**src/rtl/exhaustive_stim_checker_pkg.sv**
```systemverilog
// Shared FSM encoding and width helper for the exhaustive stimulus checker
// and its hold timer.
package exhaustive_stim_checker_pkg;

  typedef enum logic [1:0] {
    ST_IDLE  = 2'd0,
    ST_DRIVE = 2'd1,
    ST_DONE  = 2'd2
  } state_t;

  // Bits needed to count 0..value-1, never less than one bit.
  function automatic int clog2_min1(input int value);
    int w;
    w = 1;
    while ((1 << w) < value) w++;
    return w;
  endfunction

endpackage

```
**src/rtl/exhaustive_stim_checker_hold_timer.sv**
```systemverilog
// Counts the clocks a stimulus vector has been held and flags the last one,
// which is the clock on which the DUT output is compared.
module exhaustive_stim_checker_hold_timer
  import exhaustive_stim_checker_pkg::*;
#(
  parameter int HOLD_CYCLES = 10
) (
  input  logic clk,
  input  logic rst_n,
  input  logic i_clr,
  input  logic i_en,
  output logic o_last_tick
);

  localparam int CNT_W = clog2_min1(HOLD_CYCLES);
  localparam logic [CNT_W-1:0] LAST_CNT = CNT_W'(HOLD_CYCLES - 1);

  logic [CNT_W-1:0] r_cnt;
  logic             w_at_last;

  assign w_at_last   = (r_cnt == LAST_CNT);
  assign o_last_tick = i_en && w_at_last;

  // Wraps to zero on the compare clock so the next vector starts a fresh hold.
  always_ff @(posedge clk or negedge rst_n) begin
    if (!rst_n) begin
      r_cnt <= '0;
    end else if (i_clr || (i_en && w_at_last)) begin
      r_cnt <= '0;
    end else if (i_en) begin
      r_cnt <= r_cnt + 1'b1;
    end
  end

endmodule

```
**config.mk**
```make
export PLATFORM = sky130hd
export DESIGN_NAME = exhaustive_stim_checker_hold_timer
export DESIGN_NICKNAME = d
export VERILOG_FILES = /design/src/rtl/exhaustive_stim_checker_pkg.sv /design/src/rtl/exhaustive_stim_checker_hold_timer.sv
export SDC_FILE = /design/constraint.sdc
export NUM_CORES = 1
export LEC_CHECK = 0
export ABC_AREA = 1
export BUFFER_PORTS_ARGS = -buffer_cell sky130_fd_sc_hd__buf_2
export CAP_MARGIN = 20
export CORE_AREA = 3 3 40 42
export DETAILED_ROUTE_END_ITERATION = 10
export DIE_AREA = 0 0 43 45
export PLACE_DENSITY = 0.36
export SETUP_SLACK_MARGIN = 0.3
export SLEW_MARGIN = 25
export SYNTH_ARGS = -nofsm -noshare
export SYNTH_HDL_FRONTEND = slang
export SYNTH_SLANG_ARGS = --single-unit
```
**constraint.sdc**
```tcl
create_clock -name clk -period 2.1 [get_ports clk]
set_clock_uncertainty 0.1 [all_clocks]
set_input_delay 0.42 -clock clk [delete_from_list [all_inputs] [get_ports clk]]
set_output_delay 0.42 -clock clk [all_outputs]
set_load 0.02 [all_outputs]
```
==> results of run 1 <==
==> metal layers <==
layer / vias to the layer above / global-route usage [%] / share of wire (%)
met4: 0 / 1.81 / 0
met1: 96 / 5.85 / 45
li1: 110 / - / -
met5: - / 0 / 0
met2: 7 / 6.59 / 44
met3: 0 / 5.98 / 11
==> cell usage after synthesis <==
cell type,count,area (um^2)
inv_1,7,26.3
nand2_1,7,26.3
nor2_1,6,22.5
dfrtp_1,4,100
ha_1,2,25.0
o21ai_1,2,10.0
nand3_1,1,5.00
xnor2_1,1,8.76
xor2_1,1,8.76
==> worst min-delay path, delay by kind of cell <==
family / cells / cell delay (ps)
and+or+nand+nor: 2 / 170
buffers and inverters: 2 / 100
==> timing repair <==
item	CTS	global route
setup buffers	0	2
hold buffers	1	0
hold endpoints to repair	4	0
setup endpoints to repair	0	1
resized for setup	0	2
==> kinds of logic (layout without fill, tap and decap cells) <==
logic type | after synthesis | in the layout | synth area share (%)
AOI/OAI and AO/OA | 2 | 2 | 4.30
xor gates and xnor gates | 2 | 2 | 7.53
adders and majority gates | 2 | 2 | 10.8
buffers and inverters | 7 | 17 | 11.3
DFF | 4 | 4 | 43.0
and+or+nand+nor | 14 | 14 | 23.1
==> where the power goes <==
part / internal, uW / switching, uW
Combinational: 14.5 / 13.1
Sequential: 81.4 / 4.21
Clock: 63.6 / 27.6
Total: 159 / 44.9
==> area by class of cell <==
class                   instances  area, um^2
fillers                       145         960
multi-input cells              20         106
flip-flops and latches          4         100
repair buffers                  7        51.3
inverters                       7        26.3
clock buffers                   3        22.5
well taps                      15        18.8
==> per-stage QoR <==
stage	setup slack [ps]	hold WS, ps
finish	391	409
global route	293	433
CTS	333	403
detailed placement	583	128
global placement	585	126
floorplan	689	24.4
==> how the worst max path moves through the flow <==
stage	startpoint	endpoint	slack, ps
6_report	r_cnt[0]$_DFFE_PN0P_	o_last_tick	390
3_5_place_dp	r_cnt[1]$_DFFE_PN0P_	o_last_tick	580
2_1_floorplan	r_cnt[1]$_DFFE_PN0P_	o_last_tick	690
3_3_place_gp	r_cnt[1]$_DFFE_PN0P_	o_last_tick	590
4_1_cts	r_cnt[1]$_DFFE_PN0P_	o_last_tick	330
5_1_grt	r_cnt[1]$_DFFE_PN0P_	o_last_tick	290
==> impl_metrics.json, run 1 <==
{
  "cts_tree": "done",
  "r2r-end": "r_cnt[2]$_DFFE_PN0P_",
  "largest_reg_flops": 4,
  "min_to": "r_cnt[2]$_DFFE_PN0P_",
  "drcViolationCount": 0,
  "regMostFlops": "r_cnt",
  "syn_nets": 37,
  "die_w_um": 43,
  "crit_buf_inv": 3,
  "via_count": 213,
  "hp-class": "input pin to flop",
  "hold_violations": 0,
  "final.setup.tns_ps": 0,
  "crit_path_frequent_cell": "inv_1",
  "place_hpwl_um": 312,
  "antenna_found_initial": 0,
  "clock_sinks": 4,
  "dieHeight_um": 45,
  "ys_warn_count": 0,
  "crit_type": "flop to output pin",
  "cts_buffers": 3,
  "drive_above_1_share_pct": 22.0,
  "period_needed_ps": 1710,
  "utilization_pct": 25.3,
  "avgSynthCellArea_um2": 7.51,
  "cp.required_ps": 1580,
  "cp.depth": 6,
  "grt_first_pass_wirelength_um": 696,
  "clk_latency_ps": 230,
  "area_growth_syn_to_layout_pct": 39.8,
  "maxSlewHeadroom_pct": 89.2,
  "layout.nets": 49,
  "start_util_pct": 18.1,
  "timing.final.crit_share_pct": 81.4,
  "fin_cells": 56,
  "slowest_stage": "dfrtp_1",
  "r2r_slack_ps": 920,
  "coreArea_um2": 1280,
  "syn-cell-area_um2": 233,
  "synth.distinct_cells": 9,
  "cp.arrival_ps": 1190,
  "cp_top_family": "flip-flops",
  "worstHoldStart": "i_clr",
  "worstReg2RegStart": "r_cnt[1]$_DFFE_PN0P_",
  "routedWlPerCell_um": 7.05,
  "drv_slew": 0,
  "path_max_fanout": 4,
  "grt_max_degree": 6,
  "startpoint_type": "flop",
  "fmaxAchievable_mhz": 585,
  "setup_viol": 0,
  "r2r_cells": 5,
  "power_uw": 204,
  "routed_via_density": 3.80,
  "die_area_um2": 1940,
  "ys_ff_latch": 4,
  "post-route-cell-area_um2": 325,
  "io_buffer_count": 4,
  "place_congestion": 0.636,
  "cts-root-buf": "clkbuf_4",
  "drt-initial-drc-count": 8,
  "grt.overflow.total": 0,
  "grt_pass1_vias": 174,
  "num_rows": 13,
  "antennaDiodeCount": 0,
  "grt_usage_pct": 5.35,
  "firstDrtPassIters": 4,
  "tightestPinTransition_ps": 162,
  "clkTransAtPathRegs_ps": 40,
  "ir_drop_mv": 0.355,
  "place_inst": 50,
  "dpl-instance-area_um2": 272,
  "io_pins": 5,
  "crit_path_max_incr_delay_ps": 410,
  "path_cells": "ha_1, inv_1, nor2_1, nand3_1, inv_1, buf_6",
  "synth_seq_area_share_pct": 43.0,
  "cellPowerDensity_nw_per_um2": 628,
  "ant_nets": 0,
  "routed_wl_um": 395,
  "most-common-layout-cells": "inv_1, nand2_1, nor2_1, dfrtp_1",
  "cts_buffer_depth": 2,
  "end_kind": "output pin",
  "syn-instance-count": 31,
  "outcome": "complete, no violations",
  "max-cap-violations": 0,
  "min_delay_path_depth": 4,
  "p_leak_uw": 0.000171,
  "rsz0062_at_grt": "yes",
  "largest_registers": "r_cnt (4)",
  "cts.htree.levels": 1
}
(Power assumes the default switching activity.)
==> run 2: changes to the inputs <==
==> constraint.sdc (replaced) <==
create_clock -name clk -period 1.6 [get_ports clk]
set_clock_uncertainty 0.1 [all_clocks]
set_input_delay 0.32 -clock clk [delete_from_list [all_inputs] [get_ports clk]]
set_output_delay 0.32 -clock clk [all_outputs]
set_load 0.02 [all_outputs]
==> run 2 against run 1 <==
Compared with the run above: critical endpoint unchanged; first-iteration DRC count is 88% lower; core utilization grew 0.78 points; sequential cell count stayed put; worst setup slack lost 380 ps; die area stayed put.
==> impl_metrics.json, run 2 (same netlist as run 1, synthesis figures left out) <==
{
  "routed_via_density": 3.82,
  "ant_nets": 0,
  "end_kind": "output pin",
  "grt_max_degree": 6,
  "antenna_found_initial": 0,
  "largest_reg_flops": 4,
  "setup_viol": 0,
  "cts_buffers": 3,
  "hold_violations": 0,
  "grt.overflow.total": 0,
  "routedWlPerCell_um": 8.12,
  "tightestPinTransition_ps": 164,
  "drt-initial-drc-count": 1,
  "place_congestion": 0.695,
  "drive_above_1_share_pct": 28.6,
  "path_max_fanout": 2,
  "layout_setup_ws_ps": 14.3,
  "antennaDiodeCount": 0,
  "io_pins": 5,
  "start_util_pct": 18.1,
  "area_growth_syn_to_layout_pct": 44.1,
  "layout_commonest_cell": "nand2_1",
  "cts_buffer_depth": 2,
  "layout.nets": 50,
  "clock_sinks": 4,
  "p_leak_uw": 0.000172,
  "num_rows": 13,
  "cellPowerDensity_nw_per_um2": 821,
  "cp.arrival_ps": 1170,
  "place_ws_ps": 180,
  "outcome": "complete, no violations",
  "grt_usage_pct": 5.68,
  "r2r-end": "r_cnt[2]$_DFFE_PN0P_",
  "place_inst": 50,
  "r2r_cells": 6,
  "max-cap-violations": 0,
  "ff_latch_area_um2": 100,
  "r2r_slack_ps": 330,
  "cp.required_ps": 1180,
  "routed_wl_um": 463,
  "multiInputGateArea_um2": 109,
  "die_w_um": 43,
  "largest_registers": "r_cnt (4)",
  "n_fill_cell": 145,
  "grt_first_pass_wirelength_um": 779,
  "startpoint_type": "flop",
  "die_area_um2": 1940,
  "hp-class": "input pin to asynchronous set/reset pin",
  "fin_cells": 57,
  "cts_tree": "done",
  "timing.final.crit_share_pct": 99.1,
  "most-common-layout-cells": "nand2_1, inv_1, nor2_1, dfrtp_1",
  "rsz0062_at_grt": "yes",
  "drcViolationCount": 0,
  "maxSlewHeadroom_pct": 89.1,
  "crit_type": "flop to output pin",
  "fmaxAchievable_mhz": 631,
  "period_needed_ps": 1590,
  "firstDrtPassIters": 2,
  "cts-root-buf": "clkbuf_4",
  "via_count": 218,
  "io_buffer_count": 4,
  "dieHeight_um": 45,
  "cts.htree.levels": 1,
  "worstReg2RegStart": "r_cnt[1]$_DFFE_PN0P_",
  "coreArea_um2": 1280,
  "power_uw": 275,
  "clk_latency_ps": 230,
  "grt_pass1_vias": 204,
  "drv_slew": 0,
  "ir_drop_mv": 0.282,
  "regMostFlops": "r_cnt",
  "clkTransAtPathRegs_ps": 40
}
==> run 2: worst max-delay path by stage <==
stage | end | start | depth (start not counted)
4_1_cts | o_last_tick | r_cnt[1]$_DFFE_PN0P_ | 7
6_report | o_last_tick | r_cnt[1]$_DFFE_PN0P_ | 7
3_5_place_dp | o_last_tick | r_cnt[1]$_DFFE_PN0P_ | 7
5_1_grt | o_last_tick | r_cnt[1]$_DFFE_PN0P_ | 7
3_3_place_gp | o_last_tick | r_cnt[1]$_DFFE_PN0P_ | 7
2_1_floorplan | o_last_tick | r_cnt[1]$_DFFE_PN0P_ | 6
==> run 2: critical path: stages (launching register included) <==
cell,delay (ps)
dfrtp_1,370
inv_1,50
ha_1,130
inv_1,30
nor2_1,70
nand3_1,100
inv_2,70
buf_6,110
==> run 2: cell type report <==
class | instances | area share [%]
sequential | 4 | 29.9
multi-input combinational | 20 | 32.5
inverter | 7 | 7.84
tap | 15 | 5.60
clock buffer | 3 | 6.72
timing repair buffer | 8 | 17.5
==> run 2: what timing repair did <==
action                                  4_1_cts  5_1_grt
cloned                                        0        0
hold buffers                                  1        0
endpoints found under the setup margin        1        1
endpoints found under the hold margin         4        0
resized for setup                             2        1
pin swaps                                     0        1
buffers inserted                              2        1
==> run 2: routing by layer <==
metal / share of wire, % / global-route usage (%) / up-vias
li1: - / - / 116
met5: 0 / 0 / -
met4: 0 / 1.81 / 0
met1: 45 / 6.31 / 94
met2: 43 / 7.78 / 8
met3: 12 / 5.18 / 0
==> run 2: per-stage QoR <==
| stage | utilization, % | instance area (um^2) | hold WS, ps | setup TNS (ps) |
|---|---|---|---|---|
| 6_report | 26.1 | 335 | 320 | 0 |
| 5_1_grt | 26.1 | 335 | 329 | -57.3 |
| 4_1_cts | 25.3 | 325 | 315 | -1.26 |
| 3_5_place_dp | 21.1 | 272 | 28.3 | 0 |
| 3_3_place_gp | 21.1 | 272 | 28.0 | 0 |
| 2_1_floorplan | - | 233 | -75.6 | 0 |
==> run 2: report_power, final <==
group / internal, uW / switching (uW)
logic: 22.3 / 20.7
clock network: 83.7 / 39.0
registers: 107 / 2.95
total: 213 / 62.6
==> run 3: changes to the inputs <==
--- a/config.mk
+++ b/config.mk
@@ -8,10 +8,12 @@
 export ABC_AREA = 1
 export BUFFER_PORTS_ARGS = -buffer_cell sky130_fd_sc_hd__buf_2
 export CAP_MARGIN = 20
+export CELL_PAD_IN_SITES_DETAIL_PLACEMENT = 1
+export CELL_PAD_IN_SITES_GLOBAL_PLACEMENT = 2
 export CORE_AREA = 3 3 40 42
 export DETAILED_ROUTE_END_ITERATION = 10
 export DIE_AREA = 0 0 43 45
-export PLACE_DENSITY = 0.36
+export PLACE_DENSITY = 0.53
 export SETUP_SLACK_MARGIN = 0.3
 export SLEW_MARGIN = 25
 export SYNTH_ARGS = -nofsm -noshare
==> run 3 against run 2 <==
Compared with the run above: the flow now finishes with violations (negative setup slack); sequential power about the same; non-clock buffer count down 1; core utilization unchanged; die area unchanged; sequential share of layout area unchanged; combinational power up 3%; design area unchanged; worst setup slack worse by 15 ps; global-route usage down 0.50 points; critical path type unchanged; largest cell class unchanged.
==> impl_metrics.json, run 3 (same netlist as run 1, synthesis figures left out) <==
{
  "drcViolationCount": 0,
  "dpl-instance-area_um2": 272,
  "violations": "negative setup slack",
  "area_growth_syn_to_layout_pct": 44.1,
  "post-route-cell-area_um2": 335,
  "grt.overflow.total": 0,
  "grt_max_degree": 6,
  "drv_slew": 0,
  "routed_wl_um": 473,
  "antennaDiodeCount": 0,
  "layout.nets": 49,
  "antenna_found_initial": 0,
  "place_ws_ps": 162,
  "path_max_fanout": 2,
  "clock_sinks": 4,
  "most-common-layout-cells": "nand2_1, inv_1, nor2_1, dfrtp_1",
  "power_uw": 275,
  "num_rows": 13,
  "cts_tree": "done",
  "cp.depth": 7,
  "dieHeight_um": 45,
  "timing.final.crit_share_pct": 100,
  "crit_path_max_incr_delay_ps": 360,
  "r2r_cells": 5,
  "min_delay_path_depth": 4,
  "worstHoldStart": "i_clr",
  "setup_viol": 1,
  "via_count": 210,
  "ant_nets": 0,
  "worstReg2RegStart": "r_cnt[0]$_DFFE_PN0P_",
  "max-cap-violations": 0,
  "grt_pass1_vias": 200,
  "r2r_slack_ps": 380,
  "cts.htree.levels": 1,
  "layout_commonest_cell": "nand2_1",
  "p_leak_uw": 0.000166,
  "end_kind": "output pin",
  "maxSlewHeadroom_pct": 90.8,
  "utilization_pct": 26.1,
  "die_w_um": 43,
  "regMostFlops": "r_cnt",
  "rsz0062_at_grt": "yes",
  "layout_setup_ws_ps": -0.603,
  "io_buffer_count": 4,
  "coreArea_um2": 1280,
  "crit_path_frequent_cell": "inv_2",
  "routed_via_density": 3.75,
  "clkTransAtPathRegs_ps": 40,
  "r2r-end": "r_cnt[2]$_DFFE_PN0P_",
  "crit_buf_inv": 4,
  "path_cells": "inv_1, ha_2, inv_2, nor2_2, nand3_2, inv_2, buf_6",
  "ir_drop_mv": 0.313,
  "startpoint_type": "flop",
  "hold_violations": 0,
  "die_area_um2": 1940,
  "final.setup.tns_ps": -0.603,
  "min_to": "r_cnt[1]$_DFFE_PN0P_",
  "cp.required_ps": 1180,
  "cp_top_family": "flip-flops",
  "tightestPinTransition_ps": 137,
  "grt_usage_pct": 5.18,
  "cts_buffers": 3,
  "cts_buffer_depth": 2,
  "largest_registers": "r_cnt (4)",
  "largest_reg_flops": 4,
  "cellPowerDensity_nw_per_um2": 821,
  "cp.arrival_ps": 1180,
  "outcome": "finished with violations",
  "io_pins": 5,
  "cts-root-buf": "clkbuf_4",
  "drive_above_1_share_pct": 34.1,
  "routedWlPerCell_um": 8.45,
  "slowest_stage": "dfrtp_1",
  "grt_first_pass_wirelength_um": 703,
  "crit_type": "flop to output pin",
  "drt-initial-drc-count": 0,
  "start_util_pct": 18.1,
  "fmaxAchievable_mhz": 625,
  "place_hpwl_um": 353,
  "firstDrtPassIters": 1,
  "clk_latency_ps": 230,
  "place_congestion": 0.706,
  "hp-class": "input pin to flop",
  "period_needed_ps": 1600
}
## run 3: changes by cell type in the layout (fill, tap and decap cells not counted)
cell,previous run,this run
buf_4,3,2
inv_1,6,5
inv_2,1,2
nand3_1,1,0
nand3_2,0,1
nor2_1,6,5
nor2_2,0,1
## run 3: worst register-to-register path, cell delays in order, from the launching register on
cell     delay, ps
dfrtp_1        380
buf_4          150
ha_1           180
nand2_1         80
xor2_1         140
nor2_1          60
## run 3: layout make-up
| type | count | area [um^2] |
|---|---|---|
| flip-flops and latches | 4 | 100 |
| clock buffers | 3 | 22.5 |
| repair buffers | 7 | 51.3 |
| fillers | 162 | 950 |
| multi-input cells | 20 | 116 |
| well taps | 15 | 18.8 |
| inverters | 7 | 26.3 |
## run 3: repair_timing
item	in CTS	in global routing
pin swaps	0	1
hold endpoints to repair	4	0
hold buffers	1	0
setup buffers	2	0
resized for setup	2	4
cloned	0	0
endpoints found under the setup margin	1	1
## run 3: stage by stage
stage | std cells | hold WS, ps
after floorplan | 31 | -75.6
after global routing | 56 | 321
after detailed placement | 50 | 26.8
after CTS | 56 | 303
final | 56 | 308
after global placement | 50 | 25.5
## run 3: power breakdown
part / switching [uW] / leakage [uW] / total, uW / internal [uW]
Sequential: 3.33 / 0.0000544 / 110 / 107
Combinational: 22.3 / 0.0000974 / 44.4 / 22.1
Clock: 37.2 / 0.0000138 / 121 / 83.6
## run 3: worst max-delay path by stage
stage                          from           to
2_1_floorplan  r_cnt[1]$_DFFE_PN0P_  o_last_tick
3_3_place_gp   r_cnt[1]$_DFFE_PN0P_  o_last_tick
3_5_place_dp   r_cnt[1]$_DFFE_PN0P_  o_last_tick
4_1_cts        r_cnt[1]$_DFFE_PN0P_  o_last_tick
5_1_grt        r_cnt[1]$_DFFE_PN0P_  o_last_tick
6_report       r_cnt[1]$_DFFE_PN0P_  o_last_tick
## run 3: layer usage
metal	track usage, %	vias up	part of all wire, %
met2	9.88	2	57
met3	1.20	0	1.7
li1	-	111	-
met4	5.42	0	0
met5	0	-	0
met1	4.14	97	41
